--- src/rtl/risc16_mem_pkg.sv ---
// Shared types for the risc16 memory arbiter: requester indices, byte-lane
// write-enable codes and the arbiter FSM states.
package risc16_mem_pkg;

  typedef enum logic [1:0] {
    REQ_HOST   = 2'd0,
    REQ_DATA   = 2'd1,
    REQ_IFETCH = 2'd2,
    REQ_NONE   = 2'd3
  } req_id_e;

  localparam logic [1:0] WE_NONE = 2'b00;
  localparam logic [1:0] WE_LO   = 2'b01;
  localparam logic [1:0] WE_HI   = 2'b10;
  localparam logic [1:0] WE_WORD = 2'b11;

  typedef enum logic {
    IDLE   = 1'b0,
    ISSUED = 1'b1
  } arb_state_e;

  // Successor of a requester index in the mod-3 ring.
  function automatic logic [1:0] rr_next(input logic [1:0] idx);
    return (idx == 2'd2) ? 2'd0 : idx + 2'd1;
  endfunction

endpackage

--- src/rtl/rr_pick3.sv ---
// Three-way round-robin picker: ptr is the top-priority index, the search then
// ascends mod 3. Returns a one-hot grant and the pointer after that grant.
module rr_pick3
  import risc16_mem_pkg::*;
(
  input  logic [2:0] req,
  input  logic [1:0] ptr,
  output logic [2:0] gnt,
  output logic [1:0] ptr_next
);

  logic [1:0] idx;
  logic       found;

  always_comb begin
    gnt      = '0;
    ptr_next = ptr;
    found    = 1'b0;
    idx      = ptr;
    for (int unsigned k = 0; k < 3; k++) begin
      if (!found && req[idx]) begin
        gnt[idx] = 1'b1;
        // Granted index drops to lowest priority.
        ptr_next = rr_next(idx);
        found    = 1'b1;
      end
      idx = rr_next(idx);
    end
  end

endmodule

--- src/rtl/risc16_mem_arbiter.sv ---
// Round-robin arbiter sharing one 1-cycle-latency word memory between host,
// CPU data and CPU ifetch ports. Define RISC16_ARB_PERFCNT_EN for perf counters.
module risc16_mem_arbiter
  import risc16_mem_pkg::*;
#(
  parameter int         MEM_AW     = 15,
  parameter logic [1:0] RESET_PRIO = 2'd1
) (
  input  logic              clk,
  input  logic              rst,
  input  logic              i_req,
  input  logic [15:0]       i_addr,
  output logic [15:0]       i_rdata,
  output logic              i_ack,
  input  logic              d_req,
  input  logic [15:0]       d_addr,
  input  logic [1:0]        d_we,
  input  logic [15:0]       d_wdata,
  output logic [15:0]       d_rdata,
  output logic              d_ack,
  input  logic              h_req,
  input  logic [15:0]       h_addr,
  input  logic [1:0]        h_we,
  input  logic [15:0]       h_wdata,
  output logic [15:0]       h_rdata,
  output logic              h_ack,
  output logic              mem_en,
  output logic [1:0]        mem_we,
  output logic [MEM_AW-1:0] mem_addr,
  output logic [15:0]       mem_wdata,
  input  logic [15:0]       mem_rdata,
  output logic [1:0]        grant_id
`ifdef RISC16_ARB_PERFCNT_EN
  ,
  output logic [31:0]       perf_grant_i,
  output logic [31:0]       perf_grant_d,
  output logic [31:0]       perf_grant_h,
  output logic [31:0]       perf_wait_i
`endif
);

  arb_state_e  state;
  logic [1:0]  ptr;
  logic [1:0]  ptr_next;
  logic [2:0]  ack_q;
  logic [2:0]  req_vec;
  logic [2:0]  ack_mask;
  logic [2:0]  req_live;
  logic [2:0]  gnt;
  logic [15:0] sel_addr;
  logic [15:0] i_rdata_q;
  logic [15:0] d_rdata_q;
  logic [15:0] h_rdata_q;
  logic        unused_addr_lsb;

  assign req_vec = {i_req, d_req, h_req};

  // A port being acked still shows the completed request on req, so it sits
  // out this round. Reset suppresses new grants so nothing launches under rst.
  assign ack_mask = (state == ISSUED) ? ack_q : '0;
  assign req_live = req_vec & ~ack_mask & {3{~rst}};

  rr_pick3 u_pick (
    .req      (req_live),
    .ptr      (ptr),
    .gnt      (gnt),
    .ptr_next (ptr_next)
  );

  always_comb begin
    mem_en    = |gnt;
    mem_we    = WE_NONE;
    mem_wdata = '0;
    sel_addr  = '0;
    grant_id  = REQ_NONE;
    if (gnt[REQ_HOST]) begin
      mem_we    = h_we;
      mem_wdata = h_wdata;
      sel_addr  = h_addr;
      grant_id  = REQ_HOST;
    end else if (gnt[REQ_DATA]) begin
      mem_we    = d_we;
      mem_wdata = d_wdata;
      sel_addr  = d_addr;
      grant_id  = REQ_DATA;
    end else if (gnt[REQ_IFETCH]) begin
      sel_addr  = i_addr;
      grant_id  = REQ_IFETCH;
    end
  end

  assign mem_addr        = sel_addr[MEM_AW:1];
  assign unused_addr_lsb = sel_addr[0];

  always_ff @(posedge clk) begin
    if (rst) begin
      state     <= IDLE;
      ptr       <= RESET_PRIO;
      ack_q     <= '0;
      i_rdata_q <= '0;
      d_rdata_q <= '0;
      h_rdata_q <= '0;
    end else begin
      state <= (|gnt) ? ISSUED : IDLE;
      ptr   <= ptr_next;
      ack_q <= gnt;
      if (ack_q[REQ_HOST])   h_rdata_q <= mem_rdata;
      if (ack_q[REQ_DATA])   d_rdata_q <= mem_rdata;
      if (ack_q[REQ_IFETCH]) i_rdata_q <= mem_rdata;
    end
  end

  // An access launched just before rst is dropped: its ack is hidden while
  // rst is high and cleared at the reset edge.
  assign h_ack = ack_q[REQ_HOST]   & ~rst;
  assign d_ack = ack_q[REQ_DATA]   & ~rst;
  assign i_ack = ack_q[REQ_IFETCH] & ~rst;

  assign h_rdata = h_ack ? mem_rdata : h_rdata_q;
  assign d_rdata = d_ack ? mem_rdata : d_rdata_q;
  assign i_rdata = i_ack ? mem_rdata : i_rdata_q;

`ifdef RISC16_ARB_PERFCNT_EN
  always_ff @(posedge clk) begin
    if (rst) begin
      perf_grant_i <= '0;
      perf_grant_d <= '0;
      perf_grant_h <= '0;
      perf_wait_i  <= '0;
    end else begin
      if (gnt[REQ_IFETCH]) perf_grant_i <= perf_grant_i + 32'd1;
      if (gnt[REQ_DATA])   perf_grant_d <= perf_grant_d + 32'd1;
      if (gnt[REQ_HOST])   perf_grant_h <= perf_grant_h + 32'd1;
      if (i_req && !gnt[REQ_IFETCH] && !ack_q[REQ_IFETCH])
        perf_wait_i <= perf_wait_i + 32'd1;
    end
  end
`endif

endmodule

--- config.mk ---
export PLATFORM = sky130hd
export DESIGN_NAME = risc16_mem_arbiter
export DESIGN_NICKNAME = d
export VERILOG_FILES = /design/src/rtl/risc16_mem_pkg.sv /design/src/rtl/rr_pick3.sv /design/src/rtl/risc16_mem_arbiter.sv
export SDC_FILE = /design/constraint.sdc
export NUM_CORES = 1
export LEC_CHECK = 0
export ABC_AREA = 0
export CORE_MARGIN = 2
export CORE_UTILIZATION = 35
export DETAILED_ROUTE_END_ITERATION = 10
export GPL_TIMING_DRIVEN = 0
export PLACE_DENSITY = 0.76
export SETUP_SLACK_MARGIN = 0.3
export SLEW_MARGIN = 25
export SYNTH_ARGS = -nofsm -noshare
export SYNTH_HDL_FRONTEND = slang
export SYNTH_SLANG_ARGS = --single-unit
--- constraint.sdc ---
create_clock -name clk -period 2.9 [get_ports clk]
set_clock_uncertainty 0.2 [all_clocks]
set_input_delay 0.58 -clock clk [delete_from_list [all_inputs] [get_ports clk]]
set_output_delay 0.58 -clock clk [all_outputs]
set_load 0.02 [all_outputs]
==> results of run 1 <==
[through the flow]
stage | setup TNS, ps | worst slack, ps | util [%] | cell area (µm²) | hold WS [ps]
6_report | 0 | 82.5 | 67.6 | 5920 | 302
5_1_grt | 0 | 51.3 | 67.5 | 5920 | 328
4_1_cts | 0 | 111 | 65.0 | 5700 | 303
3_5_place_dp | -29250 | -771 | 59.2 | 5180 | 275
3_3_place_gp | -29090 | -836 | 59.2 | 5180 | 267
2_1_floorplan | 0 | 293 | - | 3180 | 254
[metal layers]
| metal | vias up | track usage, % | part of all wire [%] |
|---|---|---|---|
| li1 | 1619 | - | - |
| met1 | 1612 | 28.4 | 40 |
| met2 | 145 | 42.7 | 51 |
| met3 | 23 | 4.43 | 7.1 |
| met4 | 0 | 6.53 | 2.4 |
| met5 | - | 0 | 0 |
[Yosys cell counts (all sizes together)]
master / instances
dfxtp: 54
nor2: 50
mux2: 48
mux2i: 48
buf: 23
a22o: 19
a221o: 15
nor4b: 15
nand2: 5
clkbuf: 4
inv: 4
nor2b: 3
a21oi: 2
nand3: 2
nor3: 2
o21ai: 2
or3: 2
a2111oi: 1
a211oi: 1
a21o: 1
a221oi: 1
a32o: 1
and3: 1
and4: 1
and4b: 1
nand2b: 1
nor3b: 1
[registers in the layout (all words and copies together) (netlist names)]
name and count:
ptr 2, ack_q 3, state 1, i_rdata_q 16, d_rdata_q 16, h_rdata_q 16
[what timing repair did]
| item | 4_1_cts | 5_1_grt |
|---|---|---|
| endpoints found under the setup margin | 87 | 60 |
| setup buffers | 21 | 12 |
| hold buffers | 0 | 0 |
| gates resized for setup | 341 | 56 |
| pin swaps | 23 | 13 |
| gates cloned | 4 | 3 |
[critical path, cell delays in order]
cell and delay [ps]:
buf_12 110, nor2b_4 140, and4b_4 290, buf_6 120
a211oi_4 40, buf_6 170, buf_6 120, a221o_1 330
buf_6 140
[final timing paths]
| path | startpoint | end | slack, ps | cells past startpoint |
|---|---|---|---|---|
| min | i_rdata_q[11]$_SDFFE_PP0P_ | i_rdata_q[11]$_SDFFE_PP0P_ | 300 | 2 |
| min reg2reg | i_rdata_q[11]$_SDFFE_PP0P_ | i_rdata_q[11]$_SDFFE_PP0P_ | 300 | 2 |
| max | rst | mem_addr[14] | 80 | 9 |
| max reg2reg | ack_q[2]$_SDFF_PP0_ | state$_SDFF_PP0_ | 1100 | 7 |
[power breakdown]
part           switching [mW]  internal (mW)
combinational           0.441          0.518
sequential             0.0300          0.787
clock                   0.261          0.285
total                   0.733           1.59
[cell families after synthesis]
group           synth area share (%)
compound gates                  12.9
buf+inv                         6.35
flops                           34.1
mux                             32.2
simple gates                    14.4
[cells in the final DEF (no fill, tap or decap), types with 2 or more instances in the layout]
cell,count
a21oi_1,2
a221o_1,15
a22o_1,19
buf_12,3
buf_16,2
buf_2,17
buf_4,24
buf_6,54
buf_8,6
clkbuf_1,4
clkbuf_16,3
clkbuf_2,8
clkbuf_8,6
clkdlybuf4s15_1,3
clkdlybuf4s50_1,97
dfxtp_1,48
dfxtp_2,3
dfxtp_4,3
dlygate4sd2_1,31
inv_1,3
mux2_2,48
mux2i_1,48
nand2_4,3
nor2_1,49
nor4b_1,5
nor4b_2,8
nor4b_4,2
o21ai_0,2
[layout make-up]
cell class	instances	area (µm²)	share of cell area, %
well taps	108	135	2.28
multi-input cells	223	2050	34.7
plain buffers	27	267	4.50
repair buffers	227	2230	37.7
clock buffers	6	82.6	1.39
diodes	1	2.50	0.0423
inverters	4	17.5	0.296
clock inverters	2	38.8	0.655
flip-flops and latches	54	1100	18.5
==> impl_metrics.tcl, run 1 <==
set metrics [dict create \
    grt_pass1_wl_um 18500 \
    synth_nets 413 \
    crit_arrival_ps 2040 \
    rsz0062_at_grt "true" \
    p_total_mw 2.32 \
    required_ps 2120 \
    n_fill_cell 708 \
    rows 34 \
    grt_max_degree 18 \
    maxSlewViolCount 0 \
    gr-total-overflow 0 \
    p_leak_nw 2.63 \
    clockBufferDepth 2 \
    io_buffers 187 \
    cellPowerDensity_mw_per_mm2 392 \
    grt_pass1_vias 3422 \
    die_h_um 99.2 \
    die_area_mm2 0.00984 \
    insertion_delay_ps 310 \
    cts_buffers 5 \
    yosysUniqueCellTypes 33 \
    critPathLaunchType "input port" \
    ant_nets 0 \
    drive_gt1_share_pct 38.5 \
    io_pins 192 \
    coreArea_mm2 0.00876 \
    critPathMaxFanout 6 \
    dp.cells 603 \
    tightest_slew_ps 530 \
    drt-total-wl_um 12700 \
    hold_path_class "reg2reg" \
    h-tree-depth 2 \
    antenna_found_initial 1 \
    clock_sinks 54 \
    ys_seq_elements 54 \
    worst_setup_path_end_kind "primary output" \
    dr_total_vias 3399 \
    gp_congestion 0.897 \
    syn_inst 308 \
    syn_to_final_growth_pct 86.7 \
    drt_iter0_drc 99 \
    status "complete, no violations" \
    stdcell_count 652 \
    die_w_um 99.2 \
    syn_avg_cell_area_um2 10.3 \
    timing.fmax_mhz 355 \
    clk_pin_slew_ps 100 \
    root_buffer "clkbuf_8" \
    routed_via_density 5.21 \
    ys_top_cells_by_area "dfxtp_1 (34%), mux2_2 (17%), mux2i_1 (15%), nor2_1 (5.9%), a22o_1 (5.2%)" \
    netlist.area_leader.share_pct 34.1 \
    ir_drop_mv 0.346 \
    drc 0 \
    drv_cap 0 \
    finalCriticalPeriod_ps 2820 \
    setup_viol 0 \
    syn_area_mm2 0.00317 \
    detail_route.wl_per_cell_um 19.5 \
    yosysWarnings 0 \
    yosysSeqAreaShare_pct 34.1 \
    yosysTopAreaCell "dfxtp_1" \
    start_util_pct 36.2 \
    period_share_pct 97.2 \
    finalHoldViolations 0 \
    critPathKind "in2out" \
    detailed_place_hpwl_um 8740 \
    grtUsageTotal_pct 23.6 \
    dr.pass1.iters 4 \
    slew_headroom_pct 64.6 \
    cts_tree "done" \
    fin_nets 647 \
]
No activity file was read; power rests on OpenSTA's default activity.
==> inputs of run 2 (changes only) <==
- CORE_MARGIN: 2 -> 5
==> impl_metrics.tcl, run 2 (synthesis results as in run 1) <==
set metrics [dict create \
    drt_iter0_drc 168 \
    period_share_pct 99.9 \
    dr.pass1.iters 4 \
    detail_route.wl_per_cell_um 20.1 \
    cts_buffers 5 \
    clk_pin_slew_ps 100 \
    coreArea_mm2 0.00876 \
    min-delay-start "d_rdata_q[3]$_SDFFE_PP0P_" \
    cellPowerDensity_mw_per_mm2 387 \
    largest_registers "d_rdata_q (16), h_rdata_q (16), i_rdata_q (16)" \
    grt_pass1_vias 3511 \
    syn_to_final_growth_pct 90.8 \
    critPathLaunchType "input port" \
    grt_pass1_wl_um 19700 \
    clockBufferDepth 2 \
    required_ps 2920 \
    critPathKind "in2reg" \
    setup_viol 0 \
    die_area_mm2 0.0111 \
    gp_congestion 0.823 \
    rr_endpoint "state$_SDFF_PP0_" \
    dr_total_vias 3472 \
    n_fill_cell 686 \
    final_common_cell "clkdlybuf4s50_1" \
    detailed_place_hpwl_um 9000 \
    rsz0062_at_grt "true" \
    power_frac_clock_pct 22.7 \
    die_w_um 105 \
    io_buffers 187 \
    routed_via_density 5.21 \
    critPathMaxFanout 4 \
    gr-total-overflow 0 \
    hold_ws_ps 298 \
    antenna_cells 0 \
    clock_sinks 54 \
    worst_setup_path_end_kind "flop" \
    fin_nets 662 \
    design_area_mm2 0.00605 \
    start_util_pct 36.2 \
    path_cells "buf_12 -> nand2b_4 -> buf_12 -> buf_4 -> buf_4 -> buf_4 -> buf_4 -> buf_4 -> buf_4 -> buf_4 -> buf_4 -> buf_4 -> buf_4 -> buf_4 -> buf_4 -> a21oi_1 -> a21oi_1 -> o21ai_1" \
    switching_share_pct 31.1 \
    p_seq_share_pct 35.0 \
    critPathSlowestCell "a21oi_1" \
    h-tree-depth 2 \
    tightest_slew_ps 535 \
    grt_max_degree 18 \
    maxSlewViolCount 0 \
    crit_arrival_ps 2920 \
    drc 0 \
    hold_path_class "reg2reg" \
    cp_common_cell "buf_4" \
    drv_cap 0 \
    cts_tree "done" \
    holdPathStages 2 \
    power_frac_comb_pct 42.3 \
    reg2reg_depth 6 \
    cpPeakStageDelay_ps 190 \
    die_h_um 105 \
    insertion_delay_ps 300 \
    final_cell_mix "clkdlybuf4s50_1 (97), buf_6 (64), nor2_1 (50), mux2i_1 (48), dfxtp_1 (48)" \
    rows 34 \
    ant_nets 0 \
    io_pins 192 \
    grtUsageTotal_pct 21.9 \
    min_to "d_rdata_q[3]$_SDFFE_PP0P_" \
    status "complete, no violations" \
    p_int_mw 1.61 \
    r2r_start "ack_q[0]$_SDFF_PP0_" \
    drt-total-wl_um 13400 \
    ir_drop_mv 0.258 \
    timing.fmax_mhz 345 \
    finalHoldViolations 0 \
    finalCriticalPeriod_ps 2900 \
    antenna_found_initial 0 \
    rrSetupSlack_ps 1060 \
    placedInstanceArea_mm2 0.00518 \
    p_leak_nw 2.68 \
    slew_headroom_pct 64.3 \
    drive_gt1_share_pct 41.0 \
    postCtsHoldBufs 0 \
    root_buffer "clkbuf_8" \
    p_sw_mw 0.730 \
]
## run 2: cell types whose count changed in the layout (fill, tap and decap cells not counted), moves of 3 or more
cell | before | now
buf_2 | 17 | 13
buf_4 | 24 | 41
buf_6 | 54 | 64
clkbuf_2 | 8 | 11
clkdlybuf4s15_1 | 3 | 7
dlygate4sd2_1 | 31 | 16
mux2_2 | 48 | 36
mux2_4 | 0 | 12
nor4b_1 | 5 | 10
nor4b_2 | 8 | 4
## run 2: stage by stage
stage               util [%]  power, mW  setup WS, ps  TNS, ps  std cells
finish                  69.1       2.34          2.33        0        666
global route            69.1       2.45         -58.4     -569        666
CTS                     64.7       2.27          63.8        0        649
detailed placement      59.2       1.68          -854   -31840        603
global placement        59.2       1.67          -791   -30820        603
floorplan                  -       1.26           293        0        308
## run 2: metal layers
layer	GRT usage, %	vias to the layer above	part of all wire [%]
met2	39.0	148	52
met5	0	-	0
li1	-	1650	-
met1	27.4	1663	41
met4	3.29	0	0.85
met3	4.81	11	6.2
## run 2: critical path, delay by kind of cell
family          cells  cell delay [ps]
simple gates        1              160
compound gates      3              460
buf+inv            14             1730
## run 2: how the worst max path moves through the flow
| stage | cells after the start | startpoint | slack [ps] | to |
|---|---|---|---|---|
| 6_report | 18 | rst | 2 | ptr[0]$_SDFFE_PP1P_ |
| 5_1_grt | 8 | d_req | -60 | mem_wdata[4] |
| 4_1_cts | 9 | ack_q[1]$_SDFF_PP0_ | 60 | mem_wdata[4] |
| 3_5_place_dp | 7 | i_req | -850 | mem_addr[7] |
| 3_3_place_gp | 7 | i_req | -790 | mem_addr[7] |
| 2_1_floorplan | 6 | rst | 290 | mem_addr[10] |
## run 2: final cells by class
class,count,area [µm²],share of cell area (%)
timing repair buffer,241,2330,38.5
multi-input combinational,224,2080,34.4
sequential,54,1100,18.1
buffer,27,268,4.42
tap,108,135,2.23
clock buffer,6,82.6,1.36
clock inverter,2,38.8,0.641
inverter,4,17.5,0.289
## run 2: timing repair
| action | in CTS | in global routing |
|---|---|---|
| setup buffers | 33 | 15 |
| setup endpoints to repair | 87 | 68 |
| gates cloned | 5 | 2 |
| pin swaps | 13 | 17 |
| endpoints found under the hold margin | 0 | 0 |
| gates resized for setup | 355 | 112 |
## run 2: power groups by stage
| stage | combinational [mW] | sequential [mW] | clock (mW) |
|---|---|---|---|
| 6_report | 0.991 | 0.821 | 0.532 |
| 2_1_floorplan | 0.434 | 0.824 | 0 |
| 3_5_place_dp | 0.848 | 0.832 | 0 |
| 4_1_cts | 0.904 | 0.819 | 0.548 |
| 3_3_place_gp | 0.841 | 0.830 | 0 |
| 5_1_grt | 1.04 | 0.826 | 0.580 |
==> inputs of run 3 (changes only) <==
- SETUP_SLACK_MARGIN: 0.3 -> 0.02
- TNS_END_PERCENT: unset -> 100
==> impl_metrics.tcl, run 3 (synthesis results as in run 1) <==
set metrics [dict create \
    status "complete, no violations" \
    critPathMaxFanout 7 \
    critPathSlowestCell "dfxtp_2" \
    dp.cells 603 \
    drv_cap 0 \
    drt-total-wl_um 12200 \
    clockBufferDepth 2 \
    grt_pass1_wl_um 18900 \
    cts_buffers 5 \
    fin_nets 635 \
    ir_drop_mv 0.260 \
    clock_sinks 54 \
    ant_nets 0 \
    syn_to_final_growth_pct 77.8 \
    n_fill_cell 748 \
    drt_iter0_drc 119 \
    dr_total_vias 3311 \
    grt_pass1_vias 3373 \
    required_ps 2120 \
    maxSlewViolCount 0 \
    worst_setup_path_end_kind "primary output" \
    layout_setup_ws_ps 73.2 \
    final_cell_mix "clkdlybuf4s50_1 (125), nor2_1 (50), dfxtp_1 (49), mux2_2 (48), mux2i_1 (48)" \
    detailed_place_hpwl_um 9030 \
    insertion_delay_ps 300 \
    postCtsHoldBufs 0 \
    critPathLaunchType "flop" \
    io_pins 192 \
    detail_route.wl_per_cell_um 19.1 \
    final_common_cell "clkdlybuf4s50_1" \
    cpPeakStageDelay_ps 340 \
    h-tree-depth 2 \
    die_area_mm2 0.0111 \
    timing.fmax_mhz 354 \
    rows 34 \
    stdcell_count 639 \
    io_buffers 187 \
    tightest_slew_ps 514 \
    rsz0062_at_grt "true" \
    setup_viol 0 \
    dr.pass1.iters 4 \
    cts_tree "done" \
    finalCriticalPeriod_ps 2830 \
    design_area_mm2 0.00564 \
    critPathKind "reg2out" \
    gp_congestion 0.869 \
    slew_headroom_pct 65.7 \
    cp_top_family "compound AO/OA/AOI/OAI gates" \
    antenna_cells 0 \
    gr-total-overflow 0 \
    finalHoldViolations 0 \
    timing.critical_path.buf_inv 4 \
    die_h_um 105 \
    path_cells "buf_6 -> nand2_4 -> a32o_2 -> a211oi_4 -> buf_6 -> clkbuf_16 -> a22o_1 -> buf_6" \
    pre_cts_ws_ps -792 \
    largest_registers "d_rdata_q (16), h_rdata_q (16), i_rdata_q (16)" \
    root_buffer "clkbuf_8" \
    cp_common_cell "buf_6" \
    clk_pin_slew_ps 100 \
    routed_via_density 5.18 \
    placedInstanceArea_mm2 0.00518 \
    grt_max_degree 18 \
    hold_path_class "reg2reg" \
    p_leak_nw 2.57 \
    coreArea_mm2 0.00876 \
    crit_arrival_ps 2050 \
    drive_gt1_share_pct 32.6 \
    period_share_pct 97.5 \
    cellPowerDensity_mw_per_mm2 395 \
    start_util_pct 36.2 \
    drc 0 \
    p_total_mw 2.22 \
    antenna_found_initial 0 \
    grtUsageTotal_pct 20.8 \
    die_w_um 105 \
]
## run 3: worst paths after layout
check	startpoint	to	slack, ps	depth (start not counted)
max	ack_q[1]$_SDFF_PP0_	mem_wdata[9]	70	8
min	h_rdata_q[6]$_SDFFE_PP0P_	h_rdata_q[6]$_SDFFE_PP0P_	300	2
max reg2reg	ack_q[1]$_SDFF_PP0_	ack_q[0]$_SDFF_PP0_	1000	8
min reg2reg	h_rdata_q[6]$_SDFFE_PP0P_	h_rdata_q[6]$_SDFFE_PP0P_	300	2
## run 3: cell type report
| type | count | area, µm² | share of cell area, % |
|---|---|---|---|
| plain buffers | 26 | 223 | 3.95 |
| clock buffers | 5 | 68.8 | 1.22 |
| clock inverters | 3 | 43.8 | 0.777 |
| inverters | 4 | 15.0 | 0.266 |
| multi-input cells | 224 | 2010 | 35.6 |
| flip-flops and latches | 54 | 1090 | 19.3 |
| well taps | 108 | 135 | 2.40 |
| repair buffers | 215 | 2050 | 36.4 |
## run 3: tightest hold or removal path: stages (launching register included)
cell	delay [ps]
dfxtp_1	340
mux2i_1	60
nor2_1	70
## run 3: power by group
| group | internal, mW | total, mW | switching [mW] |
|---|---|---|---|
| combinational | 0.480 | 0.893 | 0.413 |
| clock | 0.259 | 0.513 | 0.254 |
| sequential | 0.787 | 0.819 | 0.0315 |
| total | 1.53 | 2.22 | 0.698 |
## run 3: timing repair
item | in CTS | in global routing
pin swaps | 8 | 10
endpoints found under the setup margin | 87 | 66
cloned | 3 | 1
setup buffers | 10 | 15
gates resized for setup | 204 | 52
## run 3: per-layer routing
layer  up-vias  track usage [%]  share of wire (%)
met5         -                0                  0
li1       1583                -                  -
met3         9             4.56                5.8
met2       134             36.6                 51
met4         0             3.38               0.89
met1      1585             26.4                 42
## run 3: metrics by stage
stage                     TNS, ps  utilization [%]  hold WS, ps
after CTS                       0             61.2          303
after detailed placement   -30600             59.1          279
after global placement     -31320             59.1          267
final                           0             64.3          300
after global routing        -50.8             64.3          324
after floorplan                 0                -          254
